File: config.mk
export PLATFORM = sky130hd
export DESIGN_NAME = hilo_divide_control
export DESIGN_NICKNAME = d
export VERILOG_FILES = /design/src/rtl/hilo_pkg.sv /design/src/rtl/hilo_divide_control.sv
export SDC_FILE = /design/constraint.sdc
export NUM_CORES = 1
export LEC_CHECK = 0
export CAP_MARGIN = 20
export CELL_PAD_IN_SITES_DETAIL_PLACEMENT = 0
export CELL_PAD_IN_SITES_GLOBAL_PLACEMENT = 1
export CORE_ASPECT_RATIO = 0.8
export CORE_MARGIN = 4
export CORE_UTILIZATION = 31
export DETAILED_ROUTE_END_ITERATION = 10
export PLACE_DENSITY_LB_ADDON = 0.1
export SETUP_SLACK_MARGIN = 0.15
export SLEW_MARGIN = 25
export SYNTH_ARGS = -nofsm -noshare
export SYNTH_HDL_FRONTEND = slang
export SYNTH_SLANG_ARGS = --single-unit
File: constraint.sdc
create_clock -name clock -period 2.4 [get_ports clock]
set_input_delay 0.6 -clock clock [delete_from_list [all_inputs] [get_ports clock]]
set_output_delay 0.6 -clock clock [all_outputs]
set_load 0.02 [all_outputs]
File: src/rtl/hilo_pkg.sv
// rtl/hilo_pkg.sv - shared op codes, FSM states and defaults for the HI/LO divide controller
package hilo_pkg;

    typedef enum logic [2:0] {
        OP_NONE = 3'd0,
        OP_DIV  = 3'd1,
        OP_DIVU = 3'd2,
        OP_MTHI = 3'd3,
        OP_MTLO = 3'd4,
        OP_MFHI = 3'd5,
        OP_MFLO = 3'd6,
        OP_RSVD = 3'd7
    } op_code_t;

    typedef enum logic [1:0] {
        ST_IDLE  = 2'd0,
        ST_BUSY  = 2'd1,
        ST_DRAIN = 2'd2
    } state_t;

    localparam int TIMEOUT_CYCLES_DEFAULT = 40;

endpackage

File: src/rtl/hilo_divide_control.sv
// rtl/hilo_divide_control.sv - issues DIV/DIVU to the iterative divider, stalls EX, owns HI/LO
module hilo_divide_control
    import hilo_pkg::*;
#(
    parameter int TIMEOUT_CYCLES = TIMEOUT_CYCLES_DEFAULT
) (
    input  logic        clock,
    input  logic        reset,
    input  logic        op_valid,
    input  logic [2:0]  op_code,
    input  logic [31:0] op_rs,
    input  logic [31:0] op_rt,
    input  logic        flush,
    output logic        stall,
    output logic [31:0] read_data,
    output logic [31:0] hi,
    output logic [31:0] lo,
    output logic        divide_request_valid,
    output logic        is_signed_input,
    output logic [31:0] input1,
    output logic [31:0] input2,
    input  logic [31:0] divide_result,
    input  logic [31:0] divide_remain,
    input  logic        divide_result_valid,
    output logic        div_timeout
);

    localparam int CW = $clog2(TIMEOUT_CYCLES + 1);
    localparam logic [CW-1:0] LIMIT = CW'(TIMEOUT_CYCLES);

    state_t         state;
    state_t         state_next;
    op_code_t       op;
    logic           is_div;
    logic           accept;
    logic           writeback;
    logic           mt_write;
    logic [CW-1:0]  wait_count;

    assign op     = op_code_t'(op_code);
    assign is_div = (op == OP_DIV) || (op == OP_DIVU);

    always_comb begin
        state_next = state;
        stall      = 1'b0;
        accept     = 1'b0;
        writeback  = 1'b0;
        case (state)
            ST_IDLE: begin
                if (op_valid && is_div && !flush) begin
                    accept     = 1'b1;
                    stall      = 1'b1;
                    state_next = ST_BUSY;
                end
            end
            ST_BUSY: begin
                stall = !divide_result_valid;
                if (divide_result_valid) begin
                    writeback  = !flush;
                    state_next = ST_IDLE;
                end else if (flush) begin
                    state_next = ST_DRAIN;
                end
            end
            ST_DRAIN: begin
                // The divider cannot be aborted, so a new divide waits for the drained result.
                stall = op_valid && is_div && !flush;
                if (divide_result_valid) begin
                    state_next = ST_IDLE;
                end
            end
            default: state_next = ST_IDLE;
        endcase
    end

    assign mt_write = op_valid && !flush && (state != ST_BUSY);

    always_comb begin
        case (op)
            OP_MFHI: read_data = hi;
            OP_MFLO: read_data = lo;
            default: read_data = 32'd0;
        endcase
    end

    always_ff @(posedge clock) begin
        if (reset) begin
            state <= ST_IDLE;
        end else begin
            state <= state_next;
        end
    end

    always_ff @(posedge clock) begin
        if (reset) begin
            divide_request_valid <= 1'b0;
            is_signed_input      <= 1'b0;
            input1               <= 32'd0;
            input2               <= 32'd1;
        end else if (accept) begin
            divide_request_valid <= 1'b1;
            is_signed_input      <= (op == OP_DIV);
            input1               <= op_rs;
            input2               <= op_rt;
        end else if ((state != ST_IDLE) && divide_result_valid) begin
            divide_request_valid <= 1'b0;
        end
    end

    always_ff @(posedge clock) begin
        if (reset) begin
            hi <= 32'd0;
            lo <= 32'd0;
        end else if (writeback) begin
            lo <= divide_result;
            hi <= divide_remain;
        end else if (mt_write) begin
            if (op == OP_MTHI) hi <= op_rs;
            if (op == OP_MTLO) lo <= op_rs;
        end
    end

    // Saturating wait counter; the flag is sticky while the FSM keeps waiting.
    always_ff @(posedge clock) begin
        if (reset) begin
            wait_count  <= '0;
            div_timeout <= 1'b0;
        end else if (state == ST_IDLE) begin
            wait_count <= '0;
        end else if (wait_count != LIMIT) begin
            wait_count <= wait_count + 1'b1;
            if (wait_count == LIMIT - 1'b1) div_timeout <= 1'b1;
        end
    end

endmodule

## Yosys cells after proc, flatten, opt, wreduce, memory -nomap -nowiden

Cells that the tools add are included.
Widths: inputs -> output; s select.

- Register bits after elaboration: 139
- Input bits: 136
- Output and inout bits: 164
- Logic and storage cells: 63

- $add $sub $neg: 1
- Equality and inequality tests: 14
- Muxes and demuxes: 19
- Bitwise logic cells: 1
- Reduce and logical (&&, ||, !) cells: 19

Operator list:

| kind | count |
|---|---|
| $mux 32 | 6 |
| $pmux 32 s2 | 1 |
| $reduce_bool 2->1 | 5 |
| $eq 3x3->1 const B | 3 |
| $mux 2 | 4 |
| $add 6x1->6 const B | 1 |
| $eq 3x2->1 const B | 2 |
| $eq 6x6->1 const B | 1 |
| $mux 1 | 6 |
| $ne 6x6->1 const B | 1 |
| $pmux 2 s3 | 1 |
| $reduce_and 3->1 | 2 |
| $logic_and 1x1->1 | 5 |
| $ne 2x2->1 const B | 2 |
| $reduce_and 2->1 | 2 |
| $eq 3x1->1 const B | 1 |
| $ne 3x3->1 const B | 1 |
| $pmux 1 s3 | 1 |
| $eq 2x1->1 const B | 1 |
| $eq 2x2->1 const B | 1 |
| $logic_not 1->1 | 2 |
| $logic_not 2->1 | 1 |
| $ne 2x1->1 const B | 1 |
| $reduce_or 2->1 | 1 |
| 2 further kinds | 2 |

## Depth between registers and ports, before layout

Gate-level depths: netlist of run 1.

- Depth after elaboration: 7
- Gate-level depth with buffers: 7
- Depth with buffers taken out: 5

## Worst setup path after synthesis of run 1

OpenSTA, ideal clock, no wires.

- Kind: input port to output port
- From: in op_code[2]
- To: out stall
- Data arrival time: 1939 ps
- Required time: 1800 ps
- Setup slack: -139 ps
- Cell stages on the path: 4
- Cell sequence: or3b_1 -> clkbuf_1 -> clkbuf_1 -> o32ai_1

- Longest elaborated chain between the ends: 6
- Elaborated cells on any way between the ends: 7
- Those cells by class: 2 x eq/ne; 2 x mux; 3 x reduce/logical

Ends and longest elaborated chain:

| item | RTL line | text |
|---|---|---|
| from (decl) | hilo_divide_control.sv:10 | `input logic [2:0] op_code,` |
| $eq 3x1->1 or $eq 3x2->1 (tied branches) | hilo_divide_control.sv:41 | `assign is_div = (op == OP_DIV) \|\| (op == OP_DIVU);` |
| $logic_or 1x1->1 * | hilo_divide_control.sv:41 |  |
| $logic_and 1x1->1 * (2 in a row) | hilo_divide_control.sv:50, hilo_divide_control.sv:67 |  |
| $mux 1 | hilo_divide_control.sv:50 | `if (op_valid && is_div && !flush) begin` |
| $pmux 1 s3 * | hilo_divide_control.sv:48 | `case (state)` |
| to (decl) | hilo_divide_control.sv:14 | `output logic stall,` |

Mark *: on every way between the ends. The rest lies on a longest branch, timed or not.

## Final worst setup path of run 1

- From: in op_code[1]
- To: out read_data[0]

- Longest elaborated chain between the ends: 2
- Elaborated cells on any way between the ends: 3
- Those cells by class: 2 x eq/ne; 1 x mux

Ends and longest elaborated chain:

| item | RTL line | text |
|---|---|---|
| $eq 3x3->1 | hilo_divide_control.sv:79 | `case (op)` |
| $pmux 32 s2 * | hilo_divide_control.sv:79 |  |
| to (decl) | hilo_divide_control.sv:15 | `output logic [31:0] read_data,` |

Marked as above.

==> metrics.md, run 1 <==
| Metric | Value |
|---|---|
| Status | finished clean |
| DRT antenna net count | 0 |
| Die width | between 150 and 200 µm |
| Crit-path max FO | 5 |
| WL final | between 30,000 and 40,000 µm |
| Layout area overhead | 59.3% |
| Routed wl met2 | 13,500 µm |
| First-pass GRT wire length | about 47,000 µm |
| Cells along the critical path | buf_2 -> and3b_4 -> buf_12 -> buf_16 -> a22o_1 -> buf_2 |
| CTS tree | built |
| Hold Buf Count CTS | 0 |
| RSZ-0062 raised after global routing | false |
| Yosys cell types | 39 |
| Startpoint types | primary input |
| Crit end category | output pin |
| Via Count | slightly below 8,000 |
| Root buf cell | clkbuf_16 |
| Vias in the first global route | 7,574 |
| WL met1 | between 10,000 and 15,000 µm |
| Final setup fails | 0 |
| Drt first pass iters | 7 |
| Worst-Margin Slew | around 690 ps |
| Top sig layer | met5 |
| Pin count of the biggest net entering global routing | 57 |
| DRT iter0 DRCs | 672 |
| Final worst path period need | roughly 2200 ps |
| Final hold violations | 0 |
| #FFs+latches synth | ~140 |
| Final Power | about 6.2 mW |
| FF/Latch Area | 0.00278 mm² |
| Initial Util | between 30% and 40% |
| Mapped Area | around 0.007 mm² |
| Port bufs | about 300 |
| Core Footprint | approximately 0.022 mm² |
| Peak Freq | approximately 450 MHz |
| Most common cell after layout, fill and taps aside | clkdlybuf4s50_1 |
| Clock sink count | roughly 140 |
| Hold Path Class | flip-flop to flip-flop |
| DP HPWL | roughly 20,000 µm |
| Global placer's final weighted congestion | 0.793 |
| Final slew viol count | 0 |
| Final Net Count | roughly 1,200 |
| Antenna Cells | 0 |
| Crit-path max cell delay | approximately 340 ps |
| Met3 WL | about 2500 µm |
| Synth Net Count | 937 |
| DRC | 0 |
| Worst EP arrival | between 1500 and 2000 ps |
| CTS Buf Count | 17 |
| Ys Warns | 0 |
| Syn Area/Cell | roughly 8.7 µm² |
| Final core utilization | around 51% |
| Setup Skew | 14.1 ps |
| Rows | 48 |
| Clk slew on worst S/H paths | 70 ps |
| Routed WL per cell | ~23 µm |
| H-tree levels | 4 |
| Slew headroom | between 50 and 60% |
| Sequential share of the synthesized area | between 40 and 50% |
| Number of flops mapped to enable cells by yosys | 0 |
| Layout cells sized above 1 | 15.6% |
| Total GRT Usage | 23.7% |
| Die Height | 142 µm |
| Crit-path slowest cell | and3b_4 |
| DR vias/cell | 5.65 |
| Power Density | about 560 mW/mm² |
| Die Area | 0.0249 mm² |
| CTS Buffer Depth | 2 |
| Clock latency on the worst-skew pair | approximately 430 ps |
| P_leak | between 3 and 4 nW |
| CP dominant cell by count | buf_2 |
| Async SR Flop Fraction | 0% |
| Number of antenna violations at the first check in global routing | 2 |
| Post-synth top flop | dfxtp_1 |
| Fillers | 2,099 |
| Gr ovfl total | 0 |
| Max IR drop VDD | 0.470 mV |
| Most frequent cells in the layout | clkdlybuf4s50_1 (260), dfxtp_1 (139), o31ai_1 (96), nand4_1 (95), a21oi_1 (68) |
| CP required | roughly 1800 ps |
| Period Utilization, post-route | ~92% |
| CP Class | primary input to output pin |
| Max_cap viols | 0 |
| Area of the multi-input gates | between 0.003 and 0.004 mm² |
| Top-level I/O count | 300 |
| Synth Instances | 799 |
Yosys cell counts (3+ instances only):
cell      count  area (µm²)
clkbuf_1    102         383
buf_2         8        40.0
a21oi_1      68         340
xor2_1        3        26.3
nor4_1       32         200
a311oi_1     32         280
nand4_1      95         594
o21bai_1     32         240
nor2_1       68         255
buf_1         6        22.5
dfxtp_1     139        2780
nand2b_1      7        43.8
o31ai_1      96         721
nor3_1        6        30.0
a211oi_2     30         375
nand3_1       4        20.0
a22o_1       32         280
buf_6         3        33.8
nand2_1       5        18.8
worst max-delay path: cells and delay by family:
kind,cells,cell delay [ps]
buf+inv,4,540
compound gates,1,130
simple gates,1,340
power breakdown:
| part | internal (mW) | switching (mW) | leakage [nW] |
|---|---|---|---|
| registers | 2.36 | 0.0406 | 1.12 |
| clock network | 1.68 | 1.17 | 0.305 |
| logic | 0.460 | 0.517 | 2.23 |
routing by layer:
| layer | vias up | GRT usage [%] |
|---|---|---|
| met3 | 35 | 7.25 |
| met5 | - | 0 |
| li1 | 3645 | - |
| met1 | 3692 | 32.8 |
| met2 | 311 | 36.3 |
| met4 | 4 | 5.79 |
per-stage QoR:
step                      hold slack (ps)  setup slack, ps  instance area (µm²)  instances  TNS (ps)
final                                 468              190                11100       1361         0
after floorplan                       466              128                 6960        799         0
after global placement                454             -605                10500       1325    -26840
after global routing                  490              151                11100       1361         0
after CTS                             470              155                11100       1361         0
after detailed placement              462             -618                10500       1325    -28250
cells by family (layout without fill, tap and decap cells):
group / after synthesis / after routing / synth area share (%)
adders and majority gates: 2 / 2 / 0.361
DFF: 139 / 139 / 40.1
AOI/OAI and AO/OA: 297 / 297 / 33.0
muxes: 2 / 2 / 0.289
and+or+nand+nor: 233 / 233 / 18.6
buffers and inverters: 121 / 383 / 7.02
xor gates and xnor gates: 5 / 5 / 0.631
what timing repair did:
item | in CTS | in global routing
pin swaps | 2 | 1
cloned | 2 | 0
setup endpoints to repair | 33 | 2
resized for setup | 160 | 1
setup buffers | 2 | 0
path summary, 6_finish.rpt:
path               from  slack [ps]      endpoint  cells after the start
min           input2[1]         470     input2[1]                      2
max reg2reg    state[1]         560        lo[31]                      4
min reg2reg   input2[1]         470     input2[1]                      2
max          op_code[1]         190  read_data[0]                      6
final cells by class:
type | instances | share of cell area [%]
sequential | 139 | 25.2
multi-input combinational | 539 | 34.2
tap | 300 | 3.40
clock buffer | 17 | 3.85
timing repair buffer | 349 | 31.5
inverter | 2 | 0.0679
clock inverter | 15 | 1.82
sequential cells by signal (all words and copies together) (netlist names):
| register | count |
|---|---|
| div_timeout | 1 |
| divide_request_valid | 1 |
| hi | 32 |
| input1 | 32 |
| input2 | 32 |
| is_signed_input | 1 |
| lo | 32 |
| state | 2 |
| wait_count | 6 |
Note: power is estimated with default switching activity, not from simulation.
==> inputs of run 2 (changes only) <==
Settings changed: CAP_MARGIN 20 to 15, CTS_CLUSTER_DIAMETER set to 200.
==> results of run 2 <==
The final DEF is identical to that of run 1; final timing and power are the same.
==> inputs of run 3 (changes only) <==
Settings changed: CORE_ASPECT_RATIO 0.8 to 1.1.
==> metrics.md, run 3 (synthesis results as in run 1) <==
| Metric | Value |
|---|---|
| Status | finished clean |
| Number of antenna violations at the first check in global routing | 1 (-1) |
| DRT iter0 DRCs | 423 (-37%) |
| TNS Setup | 0 ps (unchanged) |
| Clock sink count | 139 (unchanged) |
| Final hold violations | 0 (unchanged) |
| Max_cap viols | 0 (unchanged) |
| Hold Buf Count CTS | 0 (unchanged) |
| Die Area | 0.0248 mm² (about the same) |
| Pin count of the biggest net entering global routing | 65 (+14%) |
| Hold Path Class | flip-flop to flip-flop |
| Worst r2r src | state[0] |
| Crit end category | output pin |
| Routed WL per cell | 22.5 µm (about the same) |
| R2R cell count | 5 (+1) |
| Period Utilization, post-route | 94.6% (+2.6 points) |
| Hold Path End | divide_request_valid |
| Worst EP arrival | 1670 ps (+60 ps) |
| P_leak | 3.69 nW (+0.87%) |
| CP Class | primary input to output pin |
| Area post-placement | 0.0104 mm² (-0.36%) |
| CTS Buffer Depth | 2 (unchanged) |
| Die Height | 165 µm (+16%) |
| H-tree levels | 4 (unchanged) |
| Peak Freq | 440 MHz (-2.7%) |
| Final Power | 6.30 mW (+1.2%) |
| Most common cell after layout, fill and taps aside | clkdlybuf4s50_1 |
| Setup Skew | 7.81 ps (-6.33 ps) |
| Max IR drop VDD | 0.479 mV (+1.9%) |
| Final Net Count | 1,190 (+0.34%) |
| First-pass GRT wire length | 46,000 µm (-1.2%) |
| CP required | 1800 ps (about the same) |
| Port bufs | 299 (unchanged) |
| Critical R2R Capture | hi[16] |
| Rows | 57 (+19%) |
| Global placer's final weighted congestion | 0.761 (-4.0%) |
| DP HPWL | 20,100 µm (-1.2%) |
| Final setup fails | 0 (unchanged) |
| CTS Buf Count | 17 (unchanged) |
| Final worst path period need | 2270 ps (+61.4 ps) |
| Root buf cell | clkbuf_16 |
| Gr ovfl total | 0 (unchanged) |
| Layout cells sized above 1 | 15.8% (+0.22 points) |
| DR vias/cell | 5.57 (-1.5%) |
| Top-level I/O count | 300 (unchanged) |
| Hold Path Origin | divide_request_valid |
| R2r setup slk | 640 ps (+80 ps) |
| Drt first pass iters | 5 (-2) |
| WHS Path Cells | 2 (unchanged) |
| WL final | 30,700 µm (about the same) |
| Startpoint types | primary input |
| Total GRT Usage | 23.9% (+0.21 points) |
| Clock latency on the worst-skew pair | 420 ps (about the same) |
| Final slew viol count | 0 (unchanged) |
| Power Density | 564 mW/mm² (+0.12%) |
| Die width | 151 µm (-14%) |
| Via Count | 7,574 (-1.5%) |
| Vias in the first global route | 7,518 (-0.74%) |
| DRT antenna net count | 0 (unchanged) |
| DRC | 0 (unchanged) |
| Slew headroom | 46.5% (-7.7 points) |
| Crit-path max FO | 8 (+3) |
| Worst-Margin Slew | 802 ps (+115 ps) |
| Most frequent cells in the layout | clkdlybuf4s50_1 (260), dfxtp_1 (139), o31ai_1 (96), nand4_1 (95), a21oi_1 (68) |
| Core Footprint | 0.0220 mm² (+1.1%) |
| Layout area overhead | 61.1% |
| Setup ws final | 129 ps (-61.4 ps) |
| Initial Util | 31.5% (-0.34 points) |
| Final Cell Area | 0.0112 mm² (+1.1%) |
| RSZ-0062 raised after global routing | true |
| Pre-CTS setup slack | -595 ps (+23.1 ps) |
| Final core utilization | 50.7% (about the same) |
| CTS tree | built |
| Clk slew on worst S/H paths | 50 ps (-20 ps) |
run 3: changes by cell type in the layout (fill, tap and decap cells not counted), moves of 3 or more:
cell and delta:
buf_4 +9, buf_6 +13, buf_12 -3, buf_2 -18, inv_8 -3
run 3: critical path, stage by stage:
cell and delay, ps:
buf_8 100, and3b_2 290, buf_12 160, buf_16 140, a22o_1 240, buf_6 130
run 3: area by class of cell:
type,instances,area [µm²]
Antenna cell,1,2.50
Clock buffer,19,433
Clock inverter,13,214
Fill cell,2069,10900
Inverter,2,7.51
Multi-Input combinational cell,539,3780
Sequential cell,139,2780
Tap cell,295,369
Timing Repair Buffer,353,3590
run 3: layer usage:
metal,global-route usage (%),vias to the layer above,part of all wire [%]
met2,38.8,273,47
met1,31.3,3620,43
met5,0,-,0
li1,-,3647,-
met3,6.86,34,8.0
met4,6.31,0,1.9
run 3: timing repair:
| action | in CTS | in global routing |
|---|---|---|
| resized for setup | 187 | 2 |
| buffers inserted | 1 | 3 |
| pin swaps | 19 | 6 |
| cloned | 3 | 0 |
| setup endpoints to repair | 40 | 23 |
| endpoints found under the hold margin | 0 | 0 |
run 3: how the worst max path moves through the flow:
stage	start	slack (ps)	endpoint	depth (start not counted)
after floorplan	op_code[1]	130	read_data[0]	5
after global placement	op_code[2]	-590	read_data[30]	5
after detailed placement	op_code[2]	-600	read_data[30]	5
after CTS	op_code[0]	140	read_data[1]	5
after global routing	op_code[2]	100	read_data[31]	6
final	op_code[2]	130	read_data[31]	6
run 3: per-stage QoR:
stage	std cells	hold slack [ps]
finish	1361	449
global route	1361	487
CTS	1357	454
detailed placement	1321	447
global placement	1321	444
floorplan	799	466
run 3: report_power, final:
part	internal [mW]	switching (mW)
Clock	1.86	1.07
Combinational	0.457	0.511
Sequential	2.36	0.0406
